<file path="src/rtl/qmux_seq.sv">
// rtl/qmux_seq.sv - N-input registered clock-mux cell with break-before-make source switching.
// Define QMUX_HOLD_LAST_EN to hold the last IDLE output during the dead band instead of forcing 0.
module qmux_seq #(
  parameter int N_IN        = 4,
  parameter int W           = 1,
  parameter int SELW        = 2,
  parameter int DEAD_CYCLES = 2,
  parameter int RST_SEL     = 0
) (
  input  logic                QCK,
  input  logic                QRT,
  input  logic [N_IN*W-1:0]   GMUXIN,
  input  logic [SELW-1:0]     IS,
  input  logic                IS_VLD,
  output logic                IS_RDY,
  output logic [W-1:0]        IZ,
  output logic [SELW-1:0]     IS_CUR,
  output logic                BUSY,
  output logic                ERR
);

  if (DEAD_CYCLES < 1 || DEAD_CYCLES > 15) begin : g_bad_dead_cycles
    $error("qmux_seq: DEAD_CYCLES must be in 1..15");
  end
  if (N_IN < 2 || N_IN > 16 || (2 ** SELW) < N_IN) begin : g_bad_sel
    $error("qmux_seq: N_IN must be 2..16 and fit in SELW bits");
  end
  if (RST_SEL < 0 || RST_SEL >= N_IN) begin : g_bad_rst_sel
    $error("qmux_seq: RST_SEL must be below N_IN");
  end

  localparam logic [3:0]      DC_L      = 4'(DEAD_CYCLES);
  localparam logic [SELW-1:0] RST_SEL_L = SELW'(RST_SEL);
  localparam logic [SELW:0]   N_IN_L    = (SELW + 1)'(N_IN);
`ifdef QMUX_HOLD_LAST_EN
  localparam logic HOLD_LAST = 1'b1;
`else
  localparam logic HOLD_LAST = 1'b0;
`endif

  typedef enum logic [1:0] {IDLE, GATE, SWITCH} state_t;

  state_t          state;
  logic [3:0]      cnt;
  logic [SELW-1:0] target;
  logic [W-1:0]    sel_data;
  logic            in_range;

  always_comb begin
    sel_data = '0;
    for (int k = 0; k < N_IN; k++) begin
      if (IS_CUR == SELW'(k)) sel_data = GMUXIN[k*W +: W];
    end
  end

  assign in_range = ({1'b0, IS} < N_IN_L);

  always_ff @(posedge QCK) begin
    if (QRT) begin
      state  <= IDLE;
      cnt    <= '0;
      target <= RST_SEL_L;
      IZ     <= '0;
      IS_CUR <= RST_SEL_L;
      BUSY   <= 1'b0;
      ERR    <= 1'b0;
      IS_RDY <= 1'b1;
    end else begin
      ERR <= 1'b0;
      case (state)
        IDLE: begin
          IZ <= sel_data;
          if (IS_VLD && IS_RDY) begin
            if (!in_range) begin
              ERR <= 1'b1;
            end else if (IS != IS_CUR) begin
              target <= IS;
              cnt    <= DC_L;
              state  <= GATE;
              BUSY   <= 1'b1;
              IS_RDY <= 1'b0;
            end
          end
        end
        GATE: begin
          IZ  <= HOLD_LAST ? IZ : '0;
          cnt <= cnt - 4'd1;
          if (cnt <= 4'd1) state <= SWITCH;
        end
        SWITCH: begin
          // New source is selected here but only reaches IZ from the next IDLE cycle.
          IZ     <= HOLD_LAST ? IZ : '0;
          IS_CUR <= target;
          state  <= IDLE;
          BUSY   <= 1'b0;
          IS_RDY <= 1'b1;
        end
        default: begin
          state  <= IDLE;
          BUSY   <= 1'b0;
          IS_RDY <= 1'b1;
        end
      endcase
    end
  end

endmodule

</file>
<file path="config.mk">
export PLATFORM = sky130hd
export DESIGN_NAME = qmux_seq
export DESIGN_NICKNAME = d
export VERILOG_FILES = /design/src/rtl/qmux_seq.sv
export SDC_FILE = /design/constraint.sdc
export NUM_CORES = 1
export LEC_CHECK = 0
export CAP_MARGIN = 10
export CORE_MARGIN = 2
export CORE_UTILIZATION = 40
export DETAILED_ROUTE_END_ITERATION = 8
export PLACE_DENSITY = 0.74
export SYNTH_ARGS = -nofsm -noshare
export SYNTH_HDL_FRONTEND = slang
export SYNTH_SLANG_ARGS = --single-unit
</file>
<file path="constraint.sdc">
create_clock -name QCK -period 4.7 [get_ports QCK]
set_clock_uncertainty 0.15 [all_clocks]
set_input_delay 1.41 -clock QCK [delete_from_list [all_inputs] [get_ports QCK]]
set_output_delay 1.41 -clock QCK [all_outputs]
set_load 0.02 [all_outputs]
</file>
## Word-level counts from Yosys, hierarchy flattened

Index checks and enable logic that the tools add are counted.

| operators by class | value |
|---|---|
| add/subtract/negate cells | 1 |
| order comparisons | 1 |
| reductions and logical operators | 10 |
| mux-type cells | 18 |
| bitwise logic cells | 1 |
| equality and inequality tests | 9 |

Operators by type and width:

| operator | count |
|---|---|
| AND reduction 3 bit | 4 |
| 2-to-1 mux 1 bit | 8 |
| 2-to-1 mux 4 bit | 2 |
| one-hot mux 4 bit (2 select lines) | 1 |
| equality test 2 bit, second input constant | 3 |
| 2-to-1 mux 2 bit | 3 |
| inequality test 2 bit, second input constant | 3 |
| one-hot mux 1 bit (2 select lines) | 3 |
| equality test 2 x 1 -> 1 bit, second input constant | 2 |
| less-or-equal comparator 4 x 1 -> 1 bit, second input constant | 1 |
| zero test 2 bit | 2 |
| one-hot mux 2 bit (2 select lines) | 1 |
| nonzero test 2 bit | 2 |
| subtractor 4 x 1 -> 4 bit, second input constant | 1 |
| inequality test 2 bit | 1 |
| OR reduction 2 bit | 1 |
| logical AND 1 bit | 1 |
| inverter 1 bit | 1 |

| storage, ports and cells | value |
|---|---|
| flip-flop bits (word level) | 13 |
| output and inout bits | 6 |
| word-level logic and storage cells | 47 |

## Longest topological paths before layout

Gate-level depths: netlist of the first run.

| logic depth | value |
|---|---|
| depth after elaboration | 6 |
| depth in mapped cells | 7 |
| depth with buffers taken out | 6 |

## Worst setup path before layout of the first run

Ideal clock, no wire load.

| timing | value |
|---|---|
| path type | input to register |
| start | in IS[1] |
| end | reg cnt[0] |
| required time | 4,447 ps |
| setup slack | 2,223 ps |
| library setup time | 103 ps |
| arrival time | 2,223 ps |
| stages on the path | 4 |
| cell sequence | xnor2_1 > a21oi_2 > xnor2_1 > a2111oi_2 |

| on the way | value |
|---|---|
| longest elaborated chain between the ends | 3 |

Ends and longest elaborated chain:

| item | RTL line | RTL |
|---|---|---|
| from (decl) | 13 | `input logic [SELW-1:0] IS,` |
| inequality test 2 bit | 76 | `end else if (IS != IS_CUR) begin` |
| inequality test 2 bit (no line) | n/a |  |
| AND reduction 3 bit (no line) | n/a |  |
| to (signal assigned) | 87 | `cnt <= cnt - 4'd1;` |
| to (decl) | 44 | `logic [3:0] cnt;` |

Every way passes these cells.
A chain may end at the register's enable or synchronous reset.

## Worst setup path after layout of the first run

| timing | value |
|---|---|
| start | reg IS_CUR[0] |
| end | out IS_CUR[0] |

RTL lines:

| item | RTL line | RTL |
|---|---|---|
| from (decl) | 17 | `output logic [SELW-1:0] IS_CUR,` |
| from (signal assigned) | 93 | `IS_CUR <= target;` |

No word-level cell between the ends.

==> results of run 1 <==
sequential cells by signal, indices dropped and copies added (netlist names):
name,count
IZ,1
target,2
BUSY,1
cnt,4
IS_RDY,1
IS_CUR,2
state,2
report_power, final:
| group | switching [mW] | total [mW] | internal (mW) |
|---|---|---|---|
| clock | 0.0395 | 0.0725 | 0.0330 |
| sequential | 0.0197 | 0.153 | 0.134 |
| combinational | 0.102 | 0.186 | 0.0841 |
| total | 0.161 | 0.412 | 0.251 |
area by class of cell:
cell class              instances  area, sq um
inverters                       5         18.8
fillers                       175          832
flip-flops and latches         13          260
multi-input cells              61          447
well taps                      25         31.3
clock buffers                   4         26.3
repair buffers                 13          130
worst max path at each step:
stage	end	startpoint	depth (start not counted)
after floorplan	cnt[0]	IS[1]	4
after global placement	cnt[0]	IS[1]	5
after detailed placement	cnt[0]	IS[0]	5
after CTS	IS_CUR[0]	IS_CUR[0]	1
after global routing	IS_CUR[0]	IS_CUR[0]	1
final	IS_CUR[0]	IS_CUR[0]	1
cell usage after synthesis:
cell,instances,area [sq um]
a2111oi_2,1,15.0
a211oi_1,3,22.5
a21o_1,2,15.0
a21o_2,1,8.76
a21oi_1,4,20.0
a21oi_2,1,8.76
a22oi_1,1,7.51
a31oi_1,2,12.5
a32oi_1,1,8.76
buf_1,1,3.75
buf_4,1,7.51
clkbuf_1,2,7.51
conb_1,1,3.75
dfxtp_1,13,260
ha_1,6,75.1
inv_1,5,18.8
mux2_2,1,11.3
mux2i_1,4,40.0
mux4_1,1,26.3
nand2_1,4,15.0
nand3_1,2,10.0
nand4b_1,2,17.5
nor2_1,12,45.0
nor3_1,3,15.0
nor3b_1,2,15.0
nor4b_1,1,8.76
o21ai_0,2,10.0
o31a_1,1,8.76
xnor2_1,3,26.3
logic make-up after synthesis:
family | after synthesis
AO/OA/AOI/OAI | 19
XOR/XNOR | 3
adder cells (fa/ha/maj) | 6
buffers and inverters | 9
flip-flops | 13
multiplexers | 6
other | 1
AND/OR/NAND/NOR | 26
per-layer routing:
metal	part of all wire [%]	vias to the layer above	GRT usage (%)
li1	-	325	-
met1	46	314	19.4
met2	46	16	25.2
met3	6.6	2	8.46
met4	0.56	0	3.33
met5	0	-	0
per-stage QoR:
stage / hold slack (ns) / utilization [%] / cell area [sq um] / total power [mW]
3_5_place_dp: 0.339 / 50.8 / 887 / 0.342
3_3_place_gp: 0.336 / 50.8 / 887 / 0.337
6_report: 0.353 / 52.3 / 913 / 0.412
4_1_cts: 0.353 / 52.3 / 913 / 0.416
2_1_floorplan: 0.310 / - / 744 / 0.293
5_1_grt: 0.394 / 52.3 / 913 / 0.447
==> results.txt, run 1 <==
status: completed
combinational family with the most area after synthesis: compound AO/OA/AOI/OAI gates
Hold EP: IS_RDY
HP Start: IS_RDY
Via Count: 657
drt drc: 0
DR pass1 iterations: 4
Hold Violations, Final: 0
Worst Hold Class: flop to flop
CTS max path bufs: 2
delay-heaviest family, CP: buffers and inverters
GRT overflow: 0
mux contribution to synthesized area: 10.4%
max-cap check violation count: 0
die footprint: 2220 sq um
Synth Area in Adders: 10.1%
Critical R2R Launch: state[0]
hold_buf cts: 0
hold depth: 2
CTS root buf: clkbuf_4
Post-Place Cells: 117
Std-Cell Rows: 15
XOR/XNOR share of the synthesized area: 3.53%
Die W: 47.1 um
Slew @ Worst Pin: 0.496 ns
port bufs: 13
Layout Nets: 112
Clock Latency Late Sink: 0.28 ns
setup tns final: 0 ns
critical path cell sequence: clkdlybuf4s50_1
Crit Path Category: flop to output pin
R2R Setup Slk: 2.87 ns
Top Ports: 15
post_cts resized: 0
required time worst endpoint: 3.14 ns
Synth Area in Simple Gates: 17.0%
Post-CTS Setup Repair Bufs: 0
pin count of the biggest net entering global routing: 14
clock sink total: 13
CP Launch Type: flop
syn nets: 98
chip height: 47.1 um
initial core utilization: 42.7%
layout cell share with drive strength beyond 1: 7.29%
Leak Pwr: 0.337 nW
n_diodes: 0
Netlist cell types: 29
CTS tree: yes
Synth Area in Compound Gates: 18.5%
critical-path maximum fanout: 4
unrepaired setup endpoints after global routing: no
Area Growth Syn to Fin: 22.7%
Max-Slew Margin vs Limit: 66.8%
# setup viols final: 0
Place WS: 1.66 ns
slowest stage delay, CP: 0.64 ns
crit end category: output pin
Cell Area, Synth: 744 sq um
gpl congestion: 0.803
Max Fclk: 346 MHz
Pwr Density: 451 nW/um^2
antenna violations before repair: 0
Tmin final: 2.89 ns
Starting DRT DRC Count: 3
Detail Placement HPWL: 1060 um
vias in the first global route: 574
slowest cell on the critical path: clkdlybuf4s50_1
WP buf/inv: 1
Yosys warnings: 0
clock transition at the registers of the reported paths: 0.08 ns
Core Footprint: 1750 sq um
worst setup margin: 1.81 ns
Post-Route WL: 1420 um
final critical-path share of the clock period: 61.4%
worst reg2reg path depth: 6
cts bufs inserted: 3
Final ANT Viol Nets: 0
CP Data Arrival Time: 1.33 ns
global-route usage over all layers: 15.9%
max-slew violations: 0
Critical R2R Capture: target[0]
Synth Register Bits: 13
register area share after synthesis: 35.0%
Final Non-Filler Cells: 121
post-DR wirelength/cell: 11.7 um
commonest cells after routing, fill and taps aside: dfxtp_1 (13), clkdlybuf4s50_1 (13), nor2_1 (12), ha_1 (6), inv_1 (5)
Syn Inst Count: 83
Vias/cell: 5.43
H-tree lvl count: 1
first-pass GRT wire length: 2420 um
Peak supply drop: 0.308 mV
Syn Area/Cell: 8.97 sq um
No activity file was read; power rests on OpenSTA's default activity.
==> inputs of run 2 (changes only) <==
Settings changed: PLACE_DENSITY 0.74 to 0.76.
Clock period 4.7 ns to 2.55 ns, I/O delays scaled along.
==> run 2 against run 1 <==
Effect of this change: wire length rose by 5.4%; worst setup slack lost 1.5 ns; global-route usage up 0.69 points; non-clock buffer count is the same; die area is the same; cell count unchanged; clock power increased by 83%; largest power group unchanged; utilization unchanged; first-iteration DRC count grew 100%; hold slack improved by 0.0088 ns; via count is 3.5% lower; combinational power up 85%.
==> results.txt, run 2 (same netlist as run 1, synthesis figures left out) <==
status: completed
clock transition at the registers of the reported paths: 0.08 ns
Post-Place Cells: 117
CTS tree: yes
cts bufs inserted: 3
Crit. Startpoint: IS_CUR[0]
critical-path maximum fanout: 4
pin count of the biggest net entering global routing: 14
Hold Violations, Final: 0
vias in the first global route: 599
global-route usage over all layers: 16.6%
first-pass GRT wire length: 2530 um
antenna violations before repair: 0
Die W: 47.1 um
drt drc: 0
worst setup margin: 0.295 ns
port bufs: 13
# setup viols final: 0
CTS max path bufs: 2
initial core utilization: 42.7%
Largest Register: cnt
GRT overflow: 0
Clock Latency Late Sink: 0.28 ns
setup tns final: 0 ns
H-tree lvl count: 1
WP buf/inv: 1
gpl congestion: 0.734
HP Start: IZ
Slew @ Worst Pin: 0.518 ns
fillers: 175
Core Footprint: 1750 sq um
Via Count: 634
delay-heaviest family, CP: buffers and inverters
Std-Cell Rows: 15
Max Fclk: 443 MHz
Leak Pwr: 0.337 nW
Area Growth Syn to Fin: 22.7%
Worst Hold Class: flop to flop
post_cts resized: 0
Post-Route WL: 1500 um
Post-CTS Setup Repair Bufs: 0
Pwr Density: 834 nW/um^2
Top Ports: 15
crit end category: output pin
Tmin final: 2.26 ns
Place WS: 0.166 ns
clock sink total: 13
final critical-path share of the clock period: 88.4%
DR pass1 iterations: 5
Crit Path Category: flop to output pin
Layout Nets: 112
Critical R2R Launch: state[0]
max reg flops: 4
chip height: 47.1 um
Detail Placement HPWL: 1120 um
post-DR wirelength/cell: 12.4 um
Final Non-Filler Cells: 121
hold_buf cts: 0
total power: 0.761 mW
die footprint: 2220 sq um
required time worst endpoint: 1.64 ns
layout cell share with drive strength beyond 1: 7.29%
n_diodes: 0
footprint of the multi-input gates: 447 sq um
fin util: 52.3%
Peak supply drop: 0.406 mV
Starting DRT DRC Count: 6
CP Launch Type: flop
CP Data Arrival Time: 1.34 ns
max-slew violations: 0
slowest stage delay, CP: 0.64 ns
max-cap check violation count: 0
Vias/cell: 5.24
critical path cell sequence: clkdlybuf4s50_1
commonest cells after routing, fill and taps aside: dfxtp_1 (13), clkdlybuf4s50_1 (13), nor2_1 (12), ha_1 (6), inv_1 (5)
slowest cell on the critical path: clkdlybuf4s50_1
Final ANT Viol Nets: 0
register area: 260 sq um
unrepaired setup endpoints after global routing: no
CTS root buf: clkbuf_4
Max-Slew Margin vs Limit: 65.4%
run 2: cell counts in the layout (fill, tap and decap cells not counted):
No cell type changed its count.
run 2: area by class of cell:
cell class	instances	area share, %
inverters	5	2.05
well taps	25	3.42
flip-flops and latches	13	28.5
multi-input cells	61	48.9
clock buffers	4	2.88
repair buffers	13	14.2
run 2: per-stage QoR:
stage	cell area (sq um)	hold slack [ns]
after global routing	913	0.402
after floorplan	744	0.310
after global placement	887	0.335
after CTS	913	0.375
final	913	0.362
after detailed placement	887	0.347
run 2: per-layer routing:
metal	GRT usage, %	wire length (um)
met5	0	0
met4	8.33	27
met3	4.62	66
met2	27.1	741
met1	20.0	663
run 2: path summary, 6_finish.rpt:
kind | to | depth (start not counted) | slack (ns)
worst min register to register | IZ | 2 | 0.36
worst min-delay path | IZ | 2 | 0.36
worst max-delay path | IS_CUR[0] | 1 | 0.29
worst max register to register | target[1] | 6 | 0.74
run 2: where the power goes:
part,switching [mW],internal (mW)
sequential,0.0371,0.246
combinational,0.190,0.155
clock,0.0718,0.0608
